### config.mk
export PLATFORM = sky130hd
export DESIGN_NAME = core_ctrl
export DESIGN_NICKNAME = d
export VERILOG_FILES = /design/src/rtl/core_pkg.sv /design/src/rtl/step_cnt.sv /design/src/rtl/core_ctrl.sv
export SDC_FILE = /design/constraint.sdc
export NUM_CORES = 1
export LEC_CHECK = 0
export BUFFER_PORTS_ARGS = -buffer_cell sky130_fd_sc_hd__buf_4
export CAP_MARGIN = 30
export CORE_MARGIN = 3
export CORE_UTILIZATION = 50
export DETAILED_ROUTE_END_ITERATION = 8
export GPL_ROUTABILITY_DRIVEN = 0
export PLACE_DENSITY = 0.76
export SLEW_MARGIN = 0
export SYNTH_ARGS = -nofsm -noshare
export SYNTH_HDL_FRONTEND = slang
export SYNTH_HIERARCHICAL = 1
export SYNTH_SLANG_ARGS = --single-unit
export TNS_END_PERCENT = 1
### constraint.sdc
create_clock -name clk -period 3.7 [get_ports clk]
set_input_delay 0.555 -clock clk [delete_from_list [all_inputs] [get_ports clk]]
set_output_delay 0.555 -clock clk [all_outputs]
set_load 0.02 [all_outputs]
### src/rtl/core_pkg.sv
// Shared definitions for the core instruction sequencer:
// inst bit map, SFP codes, FSM states and the registered output bundle.
package core_pkg;

    localparam logic [4:0] COL        = 5'd8;
    localparam logic [4:0] DRAIN_WAIT = 5'd16;
    localparam logic [4:0] SFP_LAT    = 5'd2;
    localparam logic [4:0] N_MAX      = 5'd16;

    localparam int INST_W    = 17;
    localparam int I_OFIFO   = 16;
    localparam int I_QK_LSB  = 12;
    localparam int I_PS_LSB  = 8;
    localparam int I_EXE     = 7;
    localparam int I_KLD     = 6;
    localparam int I_QMEM_RD = 5;
    localparam int I_QMEM_WR = 4;
    localparam int I_KMEM_RD = 3;
    localparam int I_KMEM_WR = 2;
    localparam int I_PMEM_RD = 1;
    localparam int I_PMEM_WR = 0;

    localparam logic [1:0] SFP_IDLE = 2'b00;
    localparam logic [1:0] SFP_ACC  = 2'b01;
    localparam logic [1:0] SFP_DIV  = 2'b10;

    typedef enum logic [3:0] {
        IDLE, QWR, KWR, KLD, KBUB, EXE,
        WAIT, DRAIN, SUM, SWAIT, NORM, DONE
    } state_t;

    typedef struct packed {
        logic              busy;
        logic              done;
        logic              ld_req;
        logic              ld_is_k;
        logic [3:0]        ld_addr;
        logic [INST_W-1:0] inst;
        logic [3:0]        nm_addr;
        logic              nm_rd;
        logic              nm_wr;
        logic [1:0]        sfp;
        logic              fifo_rd;
        logic              wr_sum;
    } ctrl_out_t;

    function automatic logic [4:0] state_len(
        input state_t     s,
        input logic [4:0] n
    );
        case (s)
            QWR:     state_len = n;
            KWR:     state_len = COL;
            KLD:     state_len = COL;
            EXE:     state_len = n;
            WAIT:    state_len = DRAIN_WAIT;
            DRAIN:   state_len = n + 5'd1;
            SUM:     state_len = n + 5'd1;
            SWAIT:   state_len = SFP_LAT;
            NORM:    state_len = n + 5'd2;
            default: state_len = 5'd1;
        endcase
    endfunction

endpackage

### src/rtl/step_cnt.sv
// Per-state step counter: wraps to 0 on its terminal count,
// and is held at 0 while cleared.
module step_cnt (
    input  logic       clk,
    input  logic       reset,
    input  logic       clr_i,
    input  logic [4:0] len_i,
    output logic [4:0] cnt_o,
    output logic [4:0] nxt_o,
    output logic       tc_o
);

    logic [4:0] cnt_q;
    logic [4:0] cnt_d;

    assign tc_o  = (cnt_q == len_i - 5'd1);
    assign cnt_d = (clr_i || tc_o) ? 5'd0 : cnt_q + 5'd1;
    assign cnt_o = cnt_q;
    assign nxt_o = cnt_d;

    always_ff @(posedge clk) begin
        if (reset) cnt_q <= 5'd0;
        else       cnt_q <= cnt_d;
    end

endmodule

### src/rtl/core_ctrl.sv
// Sequencer for one core attention-row pass: load, execute,
// drain, SFP sum and normalize, plus idle norm-memory readback.
module core_ctrl (
    input  logic        clk,
    input  logic        reset,
    input  logic        start,
    input  logic [4:0]  n_rows,
    input  logic        rd_en,
    input  logic [3:0]  rd_addr,
    output logic        busy,
    output logic        done,
    output logic        ld_req,
    output logic        ld_is_k,
    output logic [3:0]  ld_addr,
    output logic [16:0] inst,
    output logic [3:0]  norm_mem_addr,
    output logic        norm_mem_rd,
    output logic        norm_mem_wr,
    output logic [1:0]  sfp_inst,
    output logic        fifo_ext_rd,
    output logic        wr_sum
);

    import core_pkg::*;

    state_t    state_q, state_d;
    logic [4:0] n_q, n_d;
    logic [4:0] cnt_q, cnt_d;
    logic       tc;
    logic       cnt_clr;
    logic [4:0] cnt_len;
    ctrl_out_t  out_q, out_d;

    assign cnt_clr = (state_q == IDLE);
    assign cnt_len = state_len(state_q, n_q);

    step_cnt u_cnt (
        .clk   (clk),
        .reset (reset),
        .clr_i (cnt_clr),
        .len_i (cnt_len),
        .cnt_o (cnt_q),
        .nxt_o (cnt_d),
        .tc_o  (tc)
    );

    always_comb begin
        state_d = state_q;
        n_d     = n_q;
        case (state_q)
            IDLE: begin
                if (start) begin
                    n_d     = (n_rows > N_MAX) ? N_MAX : n_rows;
                    state_d = (n_rows == 5'd0) ? DONE : QWR;
                end
            end
            QWR:   if (tc) state_d = KWR;
            KWR:   if (tc) state_d = KLD;
            KLD:   if (tc) state_d = KBUB;
            KBUB:  state_d = EXE;
            EXE:   if (tc) state_d = WAIT;
            WAIT:  if (tc) state_d = DRAIN;
            DRAIN: if (tc) state_d = SUM;
            SUM:   if (tc) state_d = SWAIT;
            SWAIT: if (tc) state_d = NORM;
            NORM:  if (tc) state_d = DONE;
            default: state_d = IDLE;
        endcase
    end

    // Outputs decode the next state so they line up with state_q.
    logic [3:0] c4, cm1, cm2;
    assign c4  = cnt_d[3:0];
    assign cm1 = c4 - 4'd1;
    assign cm2 = c4 - 4'd2;

    always_comb begin
        out_d      = '0;
        out_d.busy = (state_d != IDLE);
        unique case (state_d)
            IDLE: begin
                if (state_q == IDLE && rd_en) begin
                    out_d.nm_rd   = 1'b1;
                    out_d.nm_addr = rd_addr;
                end
            end
            QWR: begin
                out_d.inst[I_QMEM_WR]       = 1'b1;
                out_d.inst[I_QK_LSB +: 4]   = c4;
                out_d.ld_req                = 1'b1;
                out_d.ld_addr               = c4;
            end
            KWR: begin
                out_d.inst[I_KMEM_WR]       = 1'b1;
                out_d.inst[I_QK_LSB +: 4]   = c4;
                out_d.ld_req                = 1'b1;
                out_d.ld_is_k               = 1'b1;
                out_d.ld_addr               = c4;
            end
            KLD: begin
                out_d.inst[I_KMEM_RD]       = 1'b1;
                out_d.inst[I_KLD]           = 1'b1;
                out_d.inst[I_QK_LSB +: 4]   = c4;
            end
            EXE: begin
                out_d.inst[I_QMEM_RD]       = 1'b1;
                out_d.inst[I_EXE]           = 1'b1;
                out_d.inst[I_QK_LSB +: 4]   = c4;
            end
            DRAIN: begin
                if (cnt_d < n_d)
                    out_d.inst[I_OFIFO] = 1'b1;
                if (cnt_d >= 5'd1) begin
                    out_d.inst[I_PMEM_WR]     = 1'b1;
                    out_d.inst[I_PS_LSB +: 4] = cm1;
                end
            end
            SUM: begin
                if (cnt_d < n_d) begin
                    out_d.inst[I_PMEM_RD]     = 1'b1;
                    out_d.inst[I_PS_LSB +: 4] = c4;
                end
                if (cnt_d >= 5'd1)
                    out_d.sfp = SFP_ACC;
                out_d.wr_sum = (cnt_d == n_d);
            end
            SWAIT: out_d.fifo_rd = (cnt_d == 5'd0);
            NORM: begin
                if (cnt_d < n_d) begin
                    out_d.inst[I_PMEM_RD]     = 1'b1;
                    out_d.inst[I_PS_LSB +: 4] = c4;
                end
                if (cnt_d >= 5'd1 && cnt_d <= n_d)
                    out_d.sfp = SFP_DIV;
                if (cnt_d >= 5'd2) begin
                    out_d.nm_wr   = 1'b1;
                    out_d.nm_addr = cm2;
                end
            end
            DONE: out_d.done = 1'b1;
            default: out_d.busy = (state_d != IDLE);
        endcase
    end

    always_ff @(posedge clk) begin
        if (reset) begin
            state_q <= IDLE;
            n_q     <= 5'd0;
            out_q   <= '0;
        end else begin
            state_q <= state_d;
            n_q     <= n_d;
            out_q   <= out_d;
        end
    end

    assign busy          = out_q.busy;
    assign done          = out_q.done;
    assign ld_req        = out_q.ld_req;
    assign ld_is_k       = out_q.ld_is_k;
    assign ld_addr       = out_q.ld_addr;
    assign inst          = out_q.inst;
    assign norm_mem_addr = out_q.nm_addr;
    assign norm_mem_rd   = out_q.nm_rd;
    assign norm_mem_wr   = out_q.nm_wr;
    assign sfp_inst      = out_q.sfp;
    assign fifo_ext_rd   = out_q.fifo_rd;
    assign wr_sum        = out_q.wr_sum;

endmodule

==> results of run 1 <==
## layer usage
layer | global-route usage [%] | vias up
li1 | - | 1215
met1 | 30.4 | 1241
met2 | 36.8 | 131
met3 | 5.16 | 18
met4 | 8.04 | 0
met5 | 0 | -
## cells by family (layout without fill, tap and decap cells)
family                   Yosys count  after routing  synth area share (%)
AND/OR/NAND/NOR                  123            123                  28.6
AO/OA/AOI/OAI                     62             62                  18.1
flip-flops                        46             46                  35.2
buffers and inverters             32            118                  6.18
adder cells (fa/ha/maj)           15             15                  7.18
XOR/XNOR                          14             14                  4.69
## final cells by class
type                    instances  area, µm²
clock inverters                 2       37.5
clock buffers                   6       72.6
flip-flops and latches         46        932
multi-input cells             214       1720
inverters                      15       56.3
well taps                      67       83.8
fillers                       371       1260
repair buffers                 95        717
## flip-flops by register name, summed over array words and instances, names as in the netlist
register,flops
ld_req,1
ld_addr,4
state_q,4
busy,1
n_q,5
norm_mem_rd,1
norm_mem_addr,4
inst,15
done,1
norm_mem_wr,1
sfp_inst,2
u_cnt/cnt_o,5
fifo_ext_rd,1
wr_sum,1
## stage by stage
stage	setup TNS, ns	hold WS [ns]	util [%]	power, mW
final	-0.266	0.470	74.2	2.15
after CTS	-0.129	0.467	69.7	1.98
after global routing	-4.28	0.471	74.2	2.26
after floorplan	0	0.504	-	1.23
after detailed placement	-0.655	0.555	67.2	1.59
after global placement	-0.0440	0.554	67.2	1.58
## synth_stat cells, types with 5 or more instances
cell type and number:
nor2_1 23, a22o_1 6, and2_1 9, xor2_1 5
clkbuf_1 8, a21oi_1 8, ha_1 15, nor4_1 7
inv_1 15, and3_1 7, a22oi_1 5, nor2b_1 9
buf_4 5, dfxtp_1 46, o21ai_0 10, nor3_1 6
xnor2_1 9, a221o_1 5, nand2_1 17, nand3_1 10
## power groups by stage
stage	Combinational, mW	Sequential [mW]	Clock, mW
floorplan	0.605	0.622	0
detailed placement	0.998	0.593	0
global route	1.27	0.595	0.393
CTS	1.02	0.582	0.371
finish	1.19	0.588	0.364
global placement	0.983	0.592	0
## critical path, cell delays in order (launching register included)
cell      delay [ns]
dfxtp_4         0.37
ha_4            0.26
and3_1          0.14
a21oi_1         0.04
o22ai_1         0.13
nand2_1         0.08
o21ai_2         0.08
inv_2           0.07
ha_4            0.16
or3_4           0.36
a311oi_2        0.26
buf_6           0.20
nor3b_4         0.06
ha_1            0.31
and3_4          0.16
a221o_1         0.39
or4_4           0.51
a21oi_2         0.14
## worst paths after layout
kind	from	to	slack [ns]	depth (start not counted)
max	n_q[1]	inst[8]	-0.11	17
min	rd_addr[2]	norm_mem_addr[2]	0.47	2
max reg2reg	n_q[1]	inst[8]	-0.11	17
min reg2reg	u_cnt/cnt_o[0]	u_cnt/cnt_o[0]	0.59	1
## timing repair
| item | in CTS | in global routing |
|---|---|---|
| pin swaps | 1 | 18 |
| hold endpoints to repair | 0 | 0 |
| setup endpoints to repair | 11 | 32 |
| hold buffers | 0 | 0 |
| setup buffers | 0 | 7 |
| resized for setup | 3 | 35 |
==> results.sh, run 1 <==
export IMPL_status="finished with violations"
export IMPL_violations="negative setup slack"
export IMPL_ys_seq_elements=46
export IMPL_hpwl_um=5240
export IMPL_cts_tree="yes"
export IMPL_synth_area_leaders="dfxtp_1 (35%), ha_1 (7.2%), nor2_1 (3.3%), xnor2_1 (3.0%), nand2_1 (2.4%)"
export IMPL_synth_async_reset_ratio_pct=0
export IMPL_period_minus_slack_ns=3.81
export IMPL_peakVddDrop_v=0.000466
export IMPL_synth_edf_count=0
export IMPL_maxCapViolCount=0
export IMPL_num_vias=2605
export IMPL_end_kind="flip-flop"
export IMPL_totalWireLength_um=7610
export IMPL_slew_violations=0
export IMPL_drc=0
export IMPL_hold_violations=0
export IMPL_fmax_mhz=262
export IMPL_synth_area_mm2=0.00261
export IMPL_track_usage_pct=23.0
export IMPL_rsz0062_at_grt="true"
export IMPL_min_path_type="input port to flip-flop"
export IMPL_topRoutingLayerUsed="met4"
export IMPL_wl_met1_um=3210
export IMPL_intPower_mw=1.28
export IMPL_synthCells=292
export IMPL_clock_sinks=46
export IMPL_htree_num_levels=2
export IMPL_grt_max_degree=21
export IMPL_firstDrtPassIters=5
export IMPL_p_comb_share_pct=55.7
export IMPL_antenna_found_initial=0
export IMPL_place_ws_ns=-0.109
export IMPL_cts_buffers=5
export IMPL_pwr_share_seq_pct=27.4
export IMPL_synthToLayoutAreaGrowth_pct=38.6
export IMPL_chipHeight_um=78.3
export IMPL_layout_commonest_cell="buf_4"
export IMPL_fp_dieArea_mm2=0.00613
export IMPL_layout_nets=405
export IMPL_diodes=0
export IMPL_arrival_ns=4.05
export IMPL_power_switching_uw=865
export IMPL_fin_crit_sh_pct=103
export IMPL_rows=25
export IMPL_max_clock_path_buffers=2
export IMPL_dp_cells=430
export IMPL_finalSetupViolCount=5
export IMPL_stdcell_count=445
export IMPL_crit_required_ns=3.94
export IMPL_leakagePower_nw=1.56
export IMPL_synth_nets=320
export IMPL_yosysTopAreaCellShare_pct=35.2
export IMPL_path_class="flip-flop to flip-flop"
export IMPL_ys_flop_type="dfxtp_1"
export IMPL_die_w_um=78.3
export IMPL_yosys_warnings=6
export IMPL_core_area_mm2=0.00488
export IMPL_avgRoutedWirePerCell_um=17.1
export IMPL_ios=48
export IMPL_viasPerCell=5.85
export IMPL_port_buffers=47
export IMPL_skew_ns=0.00464
export IMPL_crit_path_max_fanout=8
export IMPL_worstSetupStartpointType="flip-flop"
export IMPL_synth_area_leader_cell="dfxtp_1"
export IMPL_root_buffer="clkbuf_8"
export IMPL_path_clk_slew_ns=0.08
export IMPL_drive_gt1_share_pct=40.5
export IMPL_p_sw_share_pct=40.3
export IMPL_initial_core_util_pct=53.5
export IMPL_seq_area_frac_synth_pct=35.2
export IMPL_slew_headroom_pct=50.4
export IMPL_worstMarginPinSlew_ns=0.743
export IMPL_ant_nets=0
export IMPL_syn_avg_cell_area_um2=8.95
export IMPL_wl_met2_um=3650
export IMPL_placed_cell_area_mm2=0.00328
export IMPL_timing_final_ws_setup_ns=-0.112
export IMPL_drtIter0Drc=158
export IMPL_synth_cell_type_count=58
export IMPL_insertion_delay_ns=0.29
export IMPL_p_clk_share_pct=17.0
export IMPL_layout_common_cells="buf_4 (94), dfxtp_1 (41), nor2_1 (23), nand2_1 (17), inv_1 (13)"
export IMPL_grt_pass1_vias=2349
export IMPL_powerDensity_mw_per_mm2=593
export IMPL_grt_overflow_total=0
export IMPL_design_area_mm2=0.00362
export IMPL_route_met3_wl_um=606
export IMPL_grt_pass1_wl_um=11400
(Power assumes the default switching activity.)
==> run 2: changes to the inputs <==
- PLACE_DENSITY: 0.76 -> 0.74
==> run 2 against run 1 <==
The run still ends with negative setup slack left. Critical path type unchanged. Largest power group unchanged. Critical path depth unchanged. Flip-flop and latch count did not move. Cell count decreased by 1.6%. Sequential share of layout area up 0.70 points. Sequential power shrank 0.7%.
==> results.sh, run 2 (same netlist as run 1, synthesis figures left out) <==
export IMPL_fin_crit_sh_pct=101
export IMPL_largest_reg_flops=15
export IMPL_leakagePower_nw=1.53
export IMPL_initial_core_util_pct=53.5
export IMPL_timing_final_ws_setup_ns=-0.0485
export IMPL_rrSetupSlack_ns=-0.05
export IMPL_ant_nets=0
export IMPL_min_path_type="input port to flip-flop"
export IMPL_avgRoutedWirePerCell_um=15.5
export IMPL_num_vias=2461
export IMPL_layout_common_cells="buf_4 (86), dfxtp_1 (42), nor2_1 (23), nand2_1 (17), inv_1 (13)"
export IMPL_cts_hold_buf=0
export IMPL_die_w_um=78.3
export IMPL_cts_tree="yes"
export IMPL_fp_dieArea_mm2=0.00613
export IMPL_drc=0
export IMPL_maxCapViolCount=0
export IMPL_crit_family="compound AO/OA/AOI/OAI gates"
export IMPL_hold_violations=0
export IMPL_max_clock_path_buffers=2
export IMPL_power_total_mw=2.04
export IMPL_drtIter0Drc=116
export IMPL_fin_hold_ws_ns=0.467
export IMPL_period_minus_slack_ns=3.75
export IMPL_place_ws_ns=-0.0501
export IMPL_totalWireLength_um=6800
export IMPL_clock_sinks=46
export IMPL_layout_nets=398
export IMPL_placed_cell_area_mm2=0.00325
export IMPL_grt_overflow_total=0
export IMPL_slew_headroom_pct=66.6
export IMPL_crit_required_ns=3.94
export IMPL_end_kind="flip-flop"
export IMPL_insertion_delay_ns=0.30
export IMPL_track_usage_pct=22.1
export IMPL_rows=25
export IMPL_violations="negative setup slack"
export IMPL_antenna_found_initial=0
export IMPL_worstMarginPinSlew_ns=0.498
export IMPL_port_buffers=47
export IMPL_worstSetupStartpointType="flip-flop"
export IMPL_worstPathCellList="ha_4 -> and3_1 -> a21oi_1 -> o22ai_1 -> nand2_1 -> o21ai_2 -> inv_2 -> ha_4 -> or3_4 -> a311oi_2 -> buf_6 -> nor3b_4 -> ha_1 -> a21o_1 -> a221o_1 -> or4_1 -> a21oi_1"
export IMPL_critPathBufInv=2
export IMPL_viasPerCell=5.62
export IMPL_design_area_mm2=0.00351
export IMPL_critical_path_max_stage_delay_ns=0.48
export IMPL_htree_num_levels=2
export IMPL_diodes=0
export IMPL_synthToLayoutAreaGrowth_pct=34.4
export IMPL_multi_input_area_mm2=0.00165
export IMPL_firstDrtPassIters=4
export IMPL_finalSetupViolCount=4
export IMPL_peakVddDrop_v=0.000316
export IMPL_core_area_mm2=0.00488
export IMPL_grt_max_degree=21
export IMPL_powerDensity_mw_per_mm2=581
export IMPL_fillers=396
export IMPL_chipHeight_um=78.3
export IMPL_drive_gt1_share_pct=36.7
export IMPL_path_class="flip-flop to flip-flop"
export IMPL_status="finished with violations"
export IMPL_skew_ns=0.00516
export IMPL_grt_pass1_vias=2333
export IMPL_seq_area_um2=928
export IMPL_cts_buffers=5
export IMPL_crit_path_max_fanout=8
export IMPL_layout_commonest_cell="buf_4"
export IMPL_fmax_mhz=267
export IMPL_critPathSlowestCell="or4_1"
export IMPL_hpwl_um=5080
export IMPL_path_clk_slew_ns=0.09
export IMPL_ios=48
export IMPL_root_buffer="clkbuf_8"
export IMPL_grt_pass1_wl_um=10900
export IMPL_arrival_ns=3.99
export IMPL_slew_violations=0
export IMPL_rsz0062_at_grt="true"
## run 2: changes by cell type in the layout (fill, tap and decap cells not counted), sizes merged
cell | previous run | this run
clkinv | 0 | 1
inv | 15 | 16
clkbuf | 6 | 5
buf | 95 | 88
clkinvlp | 1 | 0
## run 2: worst paths after layout
check	from	endpoint	cells past startpoint
max	n_q[1]	inst[8]	17
min	rd_addr[1]	norm_mem_addr[1]	2
max reg2reg	n_q[1]	inst[8]	17
min reg2reg	u_cnt/cnt_o[0]	u_cnt/cnt_o[0]	1
## run 2: area by class of cell
| type | instances | share of cell area, % |
|---|---|---|
| clock buffers | 5 | 1.96 |
| multi-input cells | 214 | 47.1 |
| clock inverters | 3 | 1.25 |
| inverters | 15 | 1.60 |
| well taps | 67 | 2.39 |
| flip-flops and latches | 46 | 26.4 |
| repair buffers | 88 | 19.3 |
## run 2: what timing repair did
action,CTS,global route
resized for setup,9,15
pin swaps,2,17
setup endpoints to repair,16,30
setup buffers,1,5
cloned,0,0
## run 2: routing by layer
layer  GRT usage (%)  wire length [µm]  share of wire (%)
met1            29.5              2980                 44
met2            36.0              3200                 47
met3            4.59               509                7.5
met4            6.82               114                1.7
met5               0                 0                  0
## run 2: metrics by stage
| stage | instances | utilization, % | setup TNS [ns] |
|---|---|---|---|
| 2_1_floorplan | 292 | - | 0 |
| 3_3_place_gp | 424 | 66.5 | 0 |
| 3_5_place_dp | 424 | 66.5 | -0.210 |
| 4_1_cts | 433 | 69.9 | 0 |
| 5_1_grt | 438 | 71.9 | -1.47 |
| 6_report | 438 | 71.9 | -0.0804 |
## run 2: worst reg2reg max path: cells and delay by family, from the launching register on
family / cells / cell delay [ns]
simple gates: 5 / 1.14
buf+inv: 2 / 0.26
fa+ha+maj: 3 / 0.73
flops: 1 / 0.37
compound gates: 7 / 1.19
## run 2: where the power goes
group	switching (mW)	internal, mW
Sequential	0.0388	0.546
Clock	0.174	0.202
Combinational	0.598	0.479
Total	0.811	1.23
